`config.mk`:
```
export PLATFORM = sky130hd
export DESIGN_NAME = ltc_parallel_adc_reader
export DESIGN_NICKNAME = d
export VERILOG_FILES = /design/src/rtl/ltc_parallel_adc_reader.sv
export SDC_FILE = /design/constraint.sdc
export NUM_CORES = 1
export LEC_CHECK = 0
export ABC_AREA = 1
export CAP_MARGIN = 40
export CORE_ASPECT_RATIO = 0.75
export CORE_MARGIN = 4
export CORE_UTILIZATION = 59
export CTS_BUF_LIST = sky130_fd_sc_hd__clkbuf_4
export CTS_CLUSTER_SIZE = 10
export DETAILED_ROUTE_END_ITERATION = 8
export PLACE_DENSITY_LB_ADDON = 0.08
export SLEW_MARGIN = 5
export SYNTH_ARGS = -nofsm -noshare
export SYNTH_HDL_FRONTEND = slang
export SYNTH_SLANG_ARGS = --single-unit
export TNS_END_PERCENT = 20
```
`constraint.sdc`:
```
create_clock -name clk -period 3.1 [get_ports clk]
set_input_delay 0.31 -clock clk [delete_from_list [all_inputs] [get_ports clk]]
set_output_delay 0.31 -clock clk [all_outputs]
set_load 0.1 [all_outputs]
```
`src/rtl/ltc_parallel_adc_reader.sv`:
```
// Parallel SAR ADC reader: CONVST pulse, wait on synchronized BUSY, RD/CS strobe, capture.
// Captured code is returned as {2'b00, code, 2'b00}, the same word format the DAC writer takes.
module ltc_parallel_adc_reader #(
    parameter int unsigned CONVST_CYCLES  = 2,
    parameter int unsigned RD_CYCLES      = 3,
    parameter int unsigned TIMEOUT_CYCLES = 200
) (
    input  logic        clk,
    input  logic        reset,
    input  logic        start,
    input  logic [11:0] adc_data,
    input  logic        adc_busy,
    output logic        convst_n,
    output logic        cs_n,
    output logic        rd_n,
    output logic [15:0] sample,
    output logic        sample_valid,
    output logic        busy,
    output logic        timeout_err
);

    localparam logic [7:0]  ConvstLoad = 8'(CONVST_CYCLES);
    localparam logic [7:0]  RdLoad     = 8'(RD_CYCLES);
    localparam logic [15:0] ToLast     = 16'(TIMEOUT_CYCLES - 1);

    typedef enum logic [2:0] {
        StIdle,
        StConv,
        StWaitHi,
        StWaitLo,
        StRead
    } state_e;

    state_e      state_q, state_d;
    logic [7:0]  cnt_q, cnt_d;
    logic [15:0] to_q, to_d;
    logic        bsy_meta_q, bsy_s_q;
    logic        convst_n_q, convst_n_d;
    logic        strobe_n_q, strobe_n_d;
    logic [15:0] sample_q, sample_d;
    logic        sample_valid_q, sample_valid_d;
    logic        busy_q, busy_d;
    logic        timeout_err_q, timeout_err_d;

    always_comb begin
        state_d        = state_q;
        cnt_d          = cnt_q;
        to_d           = to_q;
        convst_n_d     = convst_n_q;
        strobe_n_d     = strobe_n_q;
        sample_d       = sample_q;
        sample_valid_d = 1'b0;
        busy_d         = busy_q;
        timeout_err_d  = timeout_err_q;

        unique case (state_q)
            StIdle: begin
                if (start) begin
                    convst_n_d    = 1'b0;
                    busy_d        = 1'b1;
                    timeout_err_d = 1'b0;
                    cnt_d         = ConvstLoad;
                    state_d       = StConv;
                end
            end
            StConv: begin
                if (cnt_q == 8'd1) begin
                    convst_n_d = 1'b1;
                    to_d       = 16'd0;
                    state_d    = StWaitHi;
                end else begin
                    cnt_d = cnt_q - 8'd1;
                end
            end
            StWaitHi, StWaitLo: begin
                to_d = to_q + 16'd1;
                // Timeout wins over a BUSY edge seen in the same cycle.
                if (to_q == ToLast) begin
                    timeout_err_d = 1'b1;
                    busy_d        = 1'b0;
                    state_d       = StIdle;
                end else if (state_q == StWaitHi) begin
                    if (bsy_s_q) begin
                        state_d = StWaitLo;
                    end
                end else if (!bsy_s_q) begin
                    strobe_n_d = 1'b0;
                    cnt_d      = RdLoad;
                    state_d    = StRead;
                end
            end
            StRead: begin
                if (cnt_q == 8'd1) begin
                    sample_d       = {2'b00, adc_data, 2'b00};
                    sample_valid_d = 1'b1;
                    strobe_n_d     = 1'b1;
                    busy_d         = 1'b0;
                    state_d        = StIdle;
                end else begin
                    cnt_d = cnt_q - 8'd1;
                end
            end
            default: state_d = StIdle;
        endcase
    end

    always_ff @(posedge clk) begin
        if (reset) begin
            state_q        <= StIdle;
            cnt_q          <= 8'd0;
            to_q           <= 16'd0;
            bsy_meta_q     <= 1'b0;
            bsy_s_q        <= 1'b0;
            convst_n_q     <= 1'b1;
            strobe_n_q     <= 1'b1;
            sample_q       <= 16'd0;
            sample_valid_q <= 1'b0;
            busy_q         <= 1'b0;
            timeout_err_q  <= 1'b0;
        end else begin
            state_q        <= state_d;
            cnt_q          <= cnt_d;
            to_q           <= to_d;
            bsy_meta_q     <= adc_busy;
            bsy_s_q        <= bsy_meta_q;
            convst_n_q     <= convst_n_d;
            strobe_n_q     <= strobe_n_d;
            sample_q       <= sample_d;
            sample_valid_q <= sample_valid_d;
            busy_q         <= busy_d;
            timeout_err_q  <= timeout_err_d;
        end
    end

    assign convst_n     = convst_n_q;
    assign cs_n         = strobe_n_q;
    assign rd_n         = strobe_n_q;
    assign sample       = sample_q;
    assign sample_valid = sample_valid_q;
    assign busy         = busy_q;
    assign timeout_err  = timeout_err_q;

endmodule

```
==> flow_metrics.env, run 1 <==
export IMPL_maxCapViolations=0
export IMPL_peakVddDrop_mv=0.611
export IMPL_synth_top_area_share=0.394
export IMPL_tritoncts="done"
export IMPL_cts_sinks=46
export IMPL_rsz0062_at_grt="false"
export IMPL_post_cts_buffers=0
export IMPL_grt_max_degree=22
export IMPL_io_pins=38
export IMPL_final_cell_mix="nor2_1, nand2_1, dfxtp_1"
export IMPL_arrival_ps=2120
export IMPL_ys_ff_latch=46
export IMPL_dr_pass1_iters=4
export IMPL_drc=0
export IMPL_worstReg2RegEnd="to_q[9]"
export IMPL_timing_fmax_mhz=549
export IMPL_r2r_start="cnt_q[1]"
export IMPL_hold_class="flop to flop"
export IMPL_yosys_area_top_type="dfxtp_1"
export IMPL_power_mw=2.10
export IMPL_slew_headroom=0.602
export IMPL_synth_area_leaders="dfxtp_1, nor2_1, nand2_1"
export IMPL_layoutNonFillerInstCount=440
export IMPL_syn2layout_area_growth_pct=28.0
export IMPL_antenna_found_initial=0
export IMPL_die_y_um=62.5
export IMPL_p_per_area_mw_per_mm2=702
export IMPL_min_period_ps=1820
export IMPL_avgSynthCellArea_sq_um=6.93
export IMPL_cts_hold_buf=0
export IMPL_gr_usage_all_layers=0.240
export IMPL_setup_slack_ps=1280
export IMPL_die_area_sq_mm=0.00504
export IMPL_slew_violations=0
export IMPL_syn_instance_count=337
export IMPL_diodes=0
export IMPL_ys_types=33
export IMPL_crit_path_start_kind="input pin"
export IMPL_fin_skew_ps=12.9
export IMPL_layout_commonest_cell="nor2_1"
export IMPL_drive_gt1_frac=0.142
export IMPL_start_util=0.626
export IMPL_syn_cell_area_sq_mm=0.00234
export IMPL_rows=19
export IMPL_required_ps=3400
export IMPL_fill_cells=236
export IMPL_leakage_nw=1.23
export IMPL_core_sq_mm=0.00373
export IMPL_ys_seq_area_frac=0.394
export IMPL_grt_overflow=0
export IMPL_place_hpwl_um=4520
export IMPL_grt_pass1_wl_um=9490
export IMPL_clk_latency_ps=360
export IMPL_die_w_um=80.7
export IMPL_first_global_vias=2075
export IMPL_worstSetupEndpoint="to_q[9]"
export IMPL_ctsResizeCount=0
export IMPL_path_class="input pin to flop"
export IMPL_worst_pin_slew_ps=597
export IMPL_dp_cells=432
export IMPL_first_iter_violations=125
export IMPL_vias=2313
export IMPL_ff2ff_path_depth=9
export IMPL_end_kind="flop"
export IMPL_final_setup_tns_ps=0
export IMPL_cts_buffers=5
export IMPL_place_ws_ps=972
export IMPL_clockBufferDepth=2
export IMPL_routabilityCongestion=0.880
export IMPL_crit_start="reset"
export IMPL_finalCritPeriodShare=0.587
export IMPL_nets=406
export IMPL_wl_per_cell_um=13.3
export IMPL_clock_root_buffer="clkbuf_4"
export IMPL_cts_htree_levels=2
export IMPL_routed_wl_um=5850
export IMPL_hold_violations=0
export IMPL_setup_viol=0
export IMPL_yosysWarnings=0
export IMPL_multi_input_area_sq_mm=0.00121
export IMPL_path_clk_slew_ps=130
export IMPL_outcome="completed"
export IMPL_antenna_left=0
export IMPL_placed_area_sq_mm=0.00294
export IMPL_port_buffers=33
export IMPL_crit_fanout=21
export IMPL_r2r_setup_slack_ps=1430
export IMPL_viasPerCell=5.26
export IMPL_register_area_sq_um=921
export IMPL_design_area_sq_mm=0.00299
==> cell type report <==
class	count	share of cell area
multi-input cells	246	0.405
well taps	52	0.0218
repair buffers	52	0.203
clock buffers	5	0.0126
flip-flops and latches	46	0.308
inverters	36	0.0452
clock inverters	3	0.00377
==> cells in the mapped netlist (all sizes together) <==
cell	instances
o21ai	23
nand2	72
dfxtp	46
a31oi	1
buf	7
o21bai	1
xnor2	3
a31o	1
ha	3
nand3b	1
nand4	5
nor2	71
o211ai	1
a21oi	23
nand3	24
nor3	6
conb	1
xor2	1
and3	3
or2	2
o21a	1
inv	36
clkbuf	5
==> worst min-delay path by stage <==
stage               start       to  cells past startpoint
3_3_place_gp   bsy_meta_q  bsy_s_q                      2
6_report       bsy_meta_q  bsy_s_q                      2
5_1_grt        bsy_meta_q  bsy_s_q                      2
3_5_place_dp   bsy_meta_q  bsy_s_q                      2
2_1_floorplan  bsy_meta_q  bsy_s_q                      2
4_1_cts        bsy_meta_q  bsy_s_q                      2
==> cells by family after synthesis <==
family          share of synthesized area
simple gates                        0.367
compound gates                      0.115
buf+inv                            0.0916
flops                               0.394
xor+xnor                           0.0150
fa+ha+maj                          0.0161
other cells                       0.00161
==> flip-flops by register name, summed over array words and instances (netlist names) <==
name          flops
bsy_s_q           1
state_q           3
cnt_q             8
sample           12
cs_n              1
convst_n          1
bsy_meta_q        1
sample_valid      1
to_q             16
timeout_err       1
busy              1
==> power breakdown <==
| part | total, mW | leakage, nW | internal [mW] | switching, mW |
|---|---|---|---|---|
| clock | 0.264 | 0.0277 | 0.0812 | 0.183 |
| sequential | 0.754 | 0.373 | 0.674 | 0.0801 |
| combinational | 1.08 | 0.832 | 0.387 | 0.695 |
| total | 2.10 | 1.23 | 1.14 | 0.958 |
==> critical path, stage by stage <==
cell	delay (ps)
clkdlybuf4s50_1	390
buf_4	190
inv_1	460
nand2_1	200
inv_1	250
o21ai_0	160
a21oi_1	150
==> routing by layer <==
metal | global-route usage | vias up | share of wire
met2 | 0.386 | 76 | 0.45
li1 | - | 1172 | -
met5 | 0 | - | 0
met1 | 0.316 | 1055 | 0.46
met4 | 0.0781 | 0 | 0.019
met3 | 0.0548 | 10 | 0.063
==> metrics by stage <==
step	util	hold WS, ps
global placement	0.716	390
finish	0.801	412
detailed placement	0.788	396
CTS	0.801	413
floorplan	-	388
global route	0.801	444
(Power assumes the default switching activity.)
==> run 2: changes to the inputs <==
--- a/config.mk
+++ b/config.mk
@@ -9,7 +9,7 @@
 export CAP_MARGIN = 40
 export CORE_ASPECT_RATIO = 0.75
 export CORE_MARGIN = 4
-export CORE_UTILIZATION = 59
+export CORE_UTILIZATION = 50
 export CTS_BUF_LIST = sky130_fd_sc_hd__clkbuf_4
 export CTS_CLUSTER_SIZE = 10
 export DETAILED_ROUTE_END_ITERATION = 8
==> constraint.sdc (replaced) <==
create_clock -name clk -period 1.6 [get_ports clk]
set_input_delay 0.16 -clock clk [delete_from_list [all_inputs] [get_ports clk]]
set_output_delay 0.16 -clock clk [all_outputs]
set_load 0.1 [all_outputs]
==> flow_metrics.env, run 2 (synthesis results as in run 1) <==
export IMPL_tritoncts="done"
export IMPL_io_pins=38
export IMPL_first_iter_violations=212
export IMPL_port_buffers=33
export IMPL_final_setup_tns_ps=0
export IMPL_slew_violations=0
export IMPL_crit_slowest_cell="dfxtp_1"
export IMPL_routed_wl_um=5230
export IMPL_path_depth=9
export IMPL_p_per_area_mw_per_mm2=1390
export IMPL_leakage_nw=1.22
export IMPL_cts_buffers=5
export IMPL_outcome="completed"
export IMPL_layout_commonest_cell="nor2_1"
export IMPL_diodes=0
export IMPL_start_util=0.520
export IMPL_fin_hold_ws_ps=307
export IMPL_cp_common_cell="nand2_1"
export IMPL_first_global_vias=1781
export IMPL_r2r_start="cnt_q[0]"
export IMPL_antenna_found_initial=0
export IMPL_grt_overflow=0
export IMPL_dr_pass1_iters=7
export IMPL_arrival_ps=1800
export IMPL_fin_skew_ps=10.1
export IMPL_syn2layout_area_growth_pct=26.8
export IMPL_cts_sinks=46
export IMPL_crit_path_start_kind="flop"
export IMPL_crit_family="simple AND/OR/NAND/NOR gates"
export IMPL_gr_usage_all_layers=0.183
export IMPL_setup_viol=0
export IMPL_drive_gt1_frac=0.184
export IMPL_end_kind="flop"
export IMPL_antenna_left=0
export IMPL_place_hpwl_um=4010
export IMPL_die_y_um=67.2
export IMPL_regMostFlops="to_q"
export IMPL_nets=393
export IMPL_peakVddDrop_mv=0.919
export IMPL_path_class="flop to flop"
export IMPL_clk_latency_ps=360
export IMPL_final_cell_mix="nor2_1, nand2_1, dfxtp_1"
export IMPL_crit_fanout=5
export IMPL_required_ps=1900
export IMPL_die_area_sq_mm=0.00584
export IMPL_ff2ff_path_depth=9
export IMPL_drc=0
export IMPL_viasPerCell=5.05
export IMPL_routabilityCongestion=0.829
export IMPL_finalCritPeriodShare=0.936
export IMPL_grt_pass1_wl_um=8310
export IMPL_holdPathStages=3
export IMPL_wl_per_cell_um=12.1
export IMPL_crit_start="cnt_q[0]"
export IMPL_hold_class="input pin to flop"
export IMPL_vias=2176
export IMPL_path_clk_slew_ps=120
export IMPL_clock_root_buffer="clkbuf_4"
export IMPL_min_period_ps=1500
export IMPL_min_delay_start="adc_busy"
export IMPL_critPathBufInv=0
export IMPL_largest_reg_flops=16
export IMPL_grt_max_degree=21
export IMPL_cpPeakStageDelay_ps=400
export IMPL_cts_htree_levels=2
export IMPL_rsz0062_at_grt="true"
export IMPL_timing_fmax_mhz=668
export IMPL_crit_path_cell_trace="ha_1, nand2_1, o21ai_1, nand2_1, nor2_2, nand3_1, nand2_1, nand2_1, nor2_1"
export IMPL_die_w_um=86.9
export IMPL_maxCapViolations=0
export IMPL_core_sq_mm=0.00449
export IMPL_hold_violations=0
export IMPL_rows=21
export IMPL_clockBufferDepth=2
run 2: cell count changes in the layout (fill, tap and decap cells not counted), moves of 3 or more:
cell             delta
buf_12             +18
buf_4               +5
buf_8              -18
clkdlybuf4s50_1    -18
clkinv_1            -3
run 2: where the power goes:
group          internal, mW  total [mW]  switching, mW
sequential             1.31        1.48          0.170
clock                 0.200       0.546          0.346
combinational         0.776        2.09           1.32
total                  2.28        4.12           1.83
run 2: cell type report:
class	count	area, sq um
multi-input combinational	246	1220
fill	395	1530
tap	57	71.3
clock buffer	7	52.6
timing repair buffer	39	556
sequential	46	923
inverter	36	138
run 2: worst paths after layout:
check	slack, ps	to
worst max-delay path	100	state_q[0]
worst min-delay path	310	bsy_meta_q
worst max register to register	100	state_q[0]
worst min register to register	420	bsy_s_q
run 2: worst reg2reg max path: cells and delay by family (launching register included):
kind / cells / cell delay [ps]
AND/OR/NAND/NOR: 7 / 650
AO/OA/AOI/OAI: 1 / 230
flip-flops: 1 / 400
adder cells (fa/ha/maj): 1 / 160
run 2: layer usage:
layer	up-vias	track usage	part of all wire
li1	1141	-	-
met1	971	0.278	0.53
met2	57	0.249	0.39
met3	7	0.0427	0.063
met4	0	0.0584	0.013
met5	-	0	0
run 2: per-stage QoR:
| stage | std cells | setup slack [ps] | util | power, mW | area [sq um] |
|---|---|---|---|---|---|
| floorplan | 340 | 66.5 | - | 3.05 | 2350 |
| global placement | 424 | 116 | 0.644 | 3.56 | 2900 |
| detailed placement | 424 | 69.6 | 0.644 | 3.58 | 2900 |
| CTS | 431 | 58.2 | 0.656 | 4.13 | 2950 |
| global route | 431 | -51.5 | 0.659 | 4.40 | 2960 |
| finish | 431 | 103 | 0.659 | 4.12 | 2960 |
run 2: repair_timing:
| item | in CTS | in global routing |
|---|---|---|
| endpoints found under the hold margin | 0 | 0 |
| endpoints found under the setup margin | 0 | 31 |
| buffers inserted | 0 | 0 |
| hold buffers | 0 | 0 |
| resized for setup | 0 | 10 |
